<file path="src/rtl/mem_region_controller.sv">
// mem_region_controller: decodes CPU accesses into wait-stated memory regions, an I/O window and control registers
module mem_region_controller #(
    parameter int                  NREG      = 6,
    parameter logic [NREG*32-1:0]  REG_BASE  = {32'h9000_0000, 32'h8000_0000, 32'h1000_0000,
                                                32'h0000_2000, 32'h0000_0000, 32'h0040_0000},
    parameter logic [NREG*32-1:0]  REG_END   = {32'hFFFF_FFFF, 32'h8000_FFFF, 32'h1000_FFFF,
                                                32'h0000_7FFF, 32'h0000_3FFF, 32'h0040_FFFF},
    parameter logic [NREG*4-1:0]   REG_WAIT  = {4'd0, 4'd7, 4'd3, 4'd2, 4'd1, 4'd0},
    parameter int                  NCTRL     = 2,
    parameter logic [31:0]         CTRL_BASE = 32'hFFFF_0110,
    parameter logic [31:0]         CTRL_RST  = 32'h0,
    parameter logic [31:0]         IO_BASE   = 32'hFFFF_0000
) (
    input  logic                iCLK,
    input  logic                iRST_n,
    input  logic                iReq,
    input  logic                iMemRead,
    input  logic                iMemWrite,
    input  logic [31:0]         iAddress,
    input  logic [3:0]          iByteEnable,
    input  logic [31:0]         iWriteData,
    output logic [31:0]         oMemData,
    output logic                oReady,
    output logic                oBusError,
    output logic [NREG-1:0]     oRegSel,
    output logic [29:0]         oRegAddr,
    output logic [3:0]          oRegByteEna,
    output logic [31:0]         oRegData,
    output logic                oRegWren,
    input  logic [NREG*32-1:0]  iRegQ,
    input  logic [31:0]         iIOData,
    output logic [NCTRL*32-1:0] oCtrl
);
    typedef enum logic [1:0] {IDLE, ACCESS, RESP, ERR} stateT;

    stateT       state, nextState;
    logic        wrQ, firstCyc, isCtrl, isIo, isReg, accErr, accept;
    logic [2:0]  regIdx, hitIdx, ctrlIdx;
    logic [3:0]  waitCnt;
    logic [31:0] ctrlOff;

    // Address decode with priority ctrl > I/O > lowest-index matching region
    always_comb begin
        ctrlOff = iAddress - CTRL_BASE;
        ctrlIdx = ctrlOff[4:2];
        isCtrl  = (iAddress >= CTRL_BASE) && (ctrlOff < 32'(4 * NCTRL));
        isIo    = !isCtrl && (iAddress >= IO_BASE);
        isReg   = 1'b0;
        hitIdx  = 3'd0;
        for (int k = NREG - 1; k >= 0; k--)
            if (iAddress >= REG_BASE[k*32 +: 32] && iAddress <= REG_END[k*32 +: 32]) begin
                isReg  = 1'b1;
                hitIdx = 3'(k);
            end
        accErr = (iMemRead == iMemWrite) || (iAddress[1:0] != 2'b00) || !(isCtrl || isIo || isReg);
        accept = (state == IDLE) && iReq;
    end

    // State register; an asynchronous reset abandons any access in flight
    always_ff @(posedge iCLK or negedge iRST_n)
        if (!iRST_n) state <= IDLE;
        else         state <= nextState;

    // Next state and handshake/strobe outputs derived from the current state
    always_comb begin
        nextState = state;
        oReady    = (state == RESP) || (state == ERR);
        oBusError = (state == ERR);
        oRegWren  = (state == ACCESS) && firstCyc && wrQ;
        for (int k = 0; k < NREG; k++)
            oRegSel[k] = (state == ACCESS) && (regIdx == 3'(k));
        unique case (state)
            IDLE:    if (iReq) nextState = accErr ? ERR : (isCtrl || isIo) ? RESP : ACCESS;
            ACCESS:  if (waitCnt == 4'd0) nextState = RESP;
            default: nextState = IDLE;
        endcase
    end

    // Request latch, wait countdown, read-data capture and control register writes
    always_ff @(posedge iCLK or negedge iRST_n) begin
        if (!iRST_n) begin
            oMemData    <= '0;
            oRegAddr    <= '0;
            oRegByteEna <= '0;
            oRegData    <= '0;
            wrQ         <= 1'b0;
            regIdx      <= '0;
            waitCnt     <= '0;
            firstCyc    <= 1'b0;
            oCtrl       <= {NCTRL{CTRL_RST}};
        end else begin
            if (accept) begin
                oRegAddr    <= iAddress[31:2];
                oRegByteEna <= iByteEnable;
                oRegData    <= iWriteData;
                wrQ         <= iMemWrite;
                regIdx      <= hitIdx;
                waitCnt     <= REG_WAIT[{hitIdx, 2'd0} +: 4];
                firstCyc    <= 1'b1;
                if (!accErr && isCtrl && iMemWrite)
                    for (int b = 0; b < 4; b++)
                        if (iByteEnable[b]) oCtrl[{ctrlIdx, 2'(b), 3'd0} +: 8] <= iWriteData[b*8 +: 8];
                if (!accErr && iMemRead && (isCtrl || isIo))
                    oMemData <= isCtrl ? oCtrl[{ctrlIdx, 5'd0} +: 32] : iIOData;
            end
            if (state == ACCESS) begin
                firstCyc <= 1'b0;
                if (waitCnt != 4'd0) waitCnt <= waitCnt - 4'd1;
                else if (!wrQ)       oMemData <= iRegQ[{regIdx, 5'd0} +: 32];
            end
        end
    end
endmodule
</file>
<file path="config.mk">
export PLATFORM = sky130hd
export DESIGN_NAME = mem_region_controller
export DESIGN_NICKNAME = d
export VERILOG_FILES = /design/src/rtl/mem_region_controller.sv
export SDC_FILE = /design/constraint.sdc
export NUM_CORES = 1
export LEC_CHECK = 0
export ABC_AREA = 1
export CORE_AREA = 3 3 179 181
export CTS_BUF_LIST = sky130_fd_sc_hd__clkbuf_2 sky130_fd_sc_hd__clkbuf_4 sky130_fd_sc_hd__clkbuf_8
export CTS_CLUSTER_SIZE = 20
export DETAILED_ROUTE_END_ITERATION = 8
export DIE_AREA = 0 0 182 184
export PLACE_DENSITY = 0.7
export SLEW_MARGIN = 20
export SYNTH_ARGS = -nofsm -noshare
export SYNTH_HDL_FRONTEND = slang
export SYNTH_SLANG_ARGS = --single-unit
</file>
<file path="constraint.sdc">
create_clock -name iCLK -period 4 [get_ports iCLK]
set_input_delay 0.8 -clock iCLK [delete_from_list [all_inputs] [get_ports iCLK]]
set_output_delay 0.8 -clock iCLK [all_outputs]
set_load 0.02 [all_outputs]
</file>
==> flow_summary.rst <==
.. list-table::
   :header-rows: 1

   * - Metric
     - Value
   * - Clock power frac
     - roughly 16%
   * - Clock tree from TritonCTS
     - done
   * - Register area share after synthesis
     - roughly 43%
   * - Wire length of the first global-routing pass
     - ~66,000 um
   * - Die X
     - approximately 180 um
   * - Clock slew at reported path FFs
     - 100 ps
   * - Crit Path Category
     - primary input to flip-flop
   * - Fraction of registers with async set/reset
     - 100%
   * - Area share of the leading cell type in the synthesized netlist
     - 42.7%
   * - Gpl congestion
     - 0.902
   * - Leakage
     - slightly below 7 nW
   * - Postcts setup bufs
     - 0
   * - Capture point of the worst reg-to-reg path
     - oMemData[5]
   * - Pre-Repair DR Iteration Count
     - 6
   * - Final-report hold violation count
     - 0
   * - Number of nets in the layout
     - 2,090
   * - Distinct cell type count of the synthesized netlist
     - 40
   * - Biggest fanout along the worst timing path
     - 33
   * - Slew @ Worst Pin
     - 849 ps
   * - Longest Clk Path Bufs
     - 2
   * - Proportion of power drawn by combinational gates
     - 50.9%
   * - Number of storage elements in the synthesis netlist
     - between 150 and 200
   * - Switching portion of total power
     - 43.7%
   * - Clock sink total
     - around 170
   * - Internal cell power
     - around 4.4 mW
   * - Post-Synthesis Cells
     - about 1,400
   * - Relative slew slack
     - 43.4%
   * - Clock H-tree levels
     - 4
   * - Count of unresolved DRC violations after routing
     - 0
   * - Syn_nets
     - 1,673
   * - Die boundary height
     - 184 um
   * - Minimum setup slack among reg-to-reg paths
     - 1300 ps
   * - Number of clock buffers inserted by TritonCTS
     - 17
   * - CP Data Arrival Time
     - 3630 ps
   * - RSZ-0062 raised after global routing
     - false
   * - Fraction of final layout cells sized beyond drive strength 1
     - approximately 5.4%
   * - Initial core utilization
     - 33.2%
   * - Post-placement cell count
     - between 2,000 and 2,500
   * - Signed area change from the synthesized netlist to the final layout
     - 53.2%
   * - Max-slew violation count
     - 0
   * - Full die area
     - 33,500 um2
   * - Row cnt
     - 64
   * - Sequential share of power
     - 33.0%
   * - Yosys Warn Count
     - 0
   * - # Max-Cap Violations
     - 0
   * - Total setup violations reported at the end of the flow
     - 0
   * - Nature of the critical path endpoint
     - flip-flop
   * - Switching power total
     - about 3.4 mW
   * - Number of ports placed on the die boundary
     - 468
   * - Pwr/cell area
     - around 500 nW/um2
   * - Routed vias
     - 11,300
   * - Clock root buffer
     - clkbuf_8
   * - Count of hold-fix buffers inserted at cts
     - 0
   * - Required time at the endpoint of the critical path
     - 4420 ps
   * - Routed wire length
     - roughly 45,000 um
   * - Result of the run
     - completed
   * - Final clock skew
     - 16.4 ps
   * - Startpoint of the most critical register-to-register path
     - state[0]
   * - Post-synth EDFFs
     - 0
   * - Maximum number of pins on one net before global-route repair
     - 89
   * - Nature of the critical path startpoint
     - primary input
   * - Cell taking the most area after synthesis
     - dfrtp_1
   * - Most common cell after layout, fill and taps aside
     - clkdlybuf4s50_1
   * - Most frequent cells in the layout
     - clkdlybuf4s50_1 (466), nand2_1 (370), nand3_1 (211), dfrtp_1 (172), inv_1 (119)
   * - Mapped cell area
     - 10,100 um2
   * - Number of antenna violations at the first check in global routing
     - 11
   * - Worst Reg-to-Reg Cells
     - 10
   * - Hold WC Path Type
     - primary input to async pin
   * - Post-route setup TNS
     - 0 ps
   * - Critical path startpoint
     - iAddress[15]
   * - Latest clock arrival within the worst-skew pair
     - 480 ps
   * - Top area cells in the synthesized netlist
     - dfrtp_1 (43%), nand2_1 (14%), nand3_1 (10%)
   * - Critical Path End
     - oMemData[5]
   * - Global route total overflow
     - 0
   * - Total routing usage reported by global routing
     - about a quarter
   * - Core Area
     - 30,600 um2
   * - Number of standard cells in the layout, taps in and fillers out
     - 2,208
   * - Syn Area/Cell
     - 7.39 um2
   * - Routed wire per std cell
     - roughly 20 um
   * - Final critical path time including I/O delays and setup
     - around 3200 ps
   * - Quantity of gates resized following cts
     - 0
   * - Placed wire-length estimate
     - 35,300 um
   * - Final clock period utilization by the worst path
     - 80.2%
   * - Input/output buffers
     - roughly 470
   * - Number of routed nets with antenna violations
     - 0
   * - Vias in the first global route
     - roughly 11,000
   * - Most instantiated flip-flop cell in the synthesis netlist
     - dfrtp_1
   * - Maximum ir drop on the vdd rail
     - 0.000279 V
   * - Peak Freq
     - 0.312 GHz
   * - Detailed-route vias per instance
     - 5.13
   * - Initial drt markers
     - 932
per-stage QoR:
| step | cell area, um2 | setup slack (ps) | total power, mW | hold WS, ps | util (%) |
|---|---|---|---|---|---|
| floorplan | 10100 | 1190 | 4.64 | 439 | - |
| global placement | 15100 | 374 | 6.55 | 457 | 49.4 |
| finish | 15500 | 791 | 7.85 | 405 | 50.8 |
| detailed placement | 15100 | 346 | 6.63 | 465 | 49.4 |
| global route | 15500 | 652 | 8.35 | 449 | 50.8 |
| CTS | 15500 | 812 | 7.91 | 417 | 50.7 |
per-layer routing:
layer / up-vias / track usage, % / routed length [um]
met1: 5285 / 32.1 / 18100
met4: 4 / 9.87 / 1440
li1: 5467 / - / -
met3: 67 / 5.88 / 3310
met5: - / 0 / 27
met2: 500 / 42.7 / 21700
worst max-delay path: stages:
cell and delay (ps):
clkdlybuf4s50_1 530, nor2_2 330, nand2_2 110, nor2_4 130
nand2_4 130, nand2_1 90, nand2_1 50, nand2_1 70
nand2_1 90, nor2_1 100, nand2_1 130, nor2_8 170
nand2_4 90, a21oi_4 120, buf_4 330, nand3_1 120
nand3_1 100, nand2_1 60, inv_1 70
synthesized netlist by cell type (all sizes together) (3+ instances only):
| cell | n |
|---|---|
| nand2 | 384 |
| nand3b | 3 |
| a21oi | 22 |
| buf | 33 |
| nand3 | 214 |
| o211ai | 16 |
| ha | 3 |
| o21ai | 154 |
| a31oi | 3 |
| nor2 | 59 |
| a22oi | 64 |
| inv | 122 |
| nor3 | 11 |
| nand4 | 8 |
| a22o | 32 |
| clkbuf | 59 |
| dfrtp | 173 |
cell families after synthesis:
family	count (synthesis)	synth area share, %
xor gates and xnor gates	2	0.173
AOI/OAI and AO/OA	296	18.1
DFF	173	42.7
buffers and inverters	216	8.83
adders and majority gates	3	0.370
and+or+nand+nor	683	29.9
power by group through the flow:
| stage | sequential [mW] | combinational (mW) | clock [mW] |
|---|---|---|---|
| 5_1_grt | 2.65 | 4.33 | 1.37 |
| 3_5_place_dp | 2.61 | 4.02 | 0 |
| 2_1_floorplan | 3.14 | 1.50 | 0 |
| 4_1_cts | 2.59 | 4.03 | 1.30 |
| 6_report | 2.59 | 4.00 | 1.26 |
| 3_3_place_gp | 2.61 | 3.94 | 0 |
state kept, by name, summed over array words and instances (netlist names):
| name | cells |
|---|---|
| oCtrl | 64 |
| oMemData | 32 |
| oRegData | 32 |
| oRegAddr | 30 |
| oRegByteEna | 4 |
| waitCnt | 4 |
| regIdx | 3 |
| state | 2 |
| firstCyc | 1 |
| wrQ | 1 |
area by class of cell:
cell class                 instances  area, um2
inverter                         124        465
tap                              396        495
clock buffer                      17        234
clock inverter                    15        175
timing repair buffer             490       4860
antenna                            9       22.5
multi-input combinational        984       4960
sequential                       173       4330
fill                            2905      15000
how the worst min path moves through the flow:
stage            startpoint  slack [ps]  cells after the start           end
2_1_floorplan    waitCnt[0]         440                      1    waitCnt[0]
3_3_place_gp     waitCnt[0]         460                      1    waitCnt[0]
3_5_place_dp   oRegAddr[24]         470                      2  oRegAddr[24]
4_1_cts              iRST_n         420                      1     oCtrl[62]
5_1_grt              iRST_n         450                      1   oRegAddr[4]
6_report             iRST_n         400                      1   oRegAddr[4]
(Power assumes the default switching activity.)
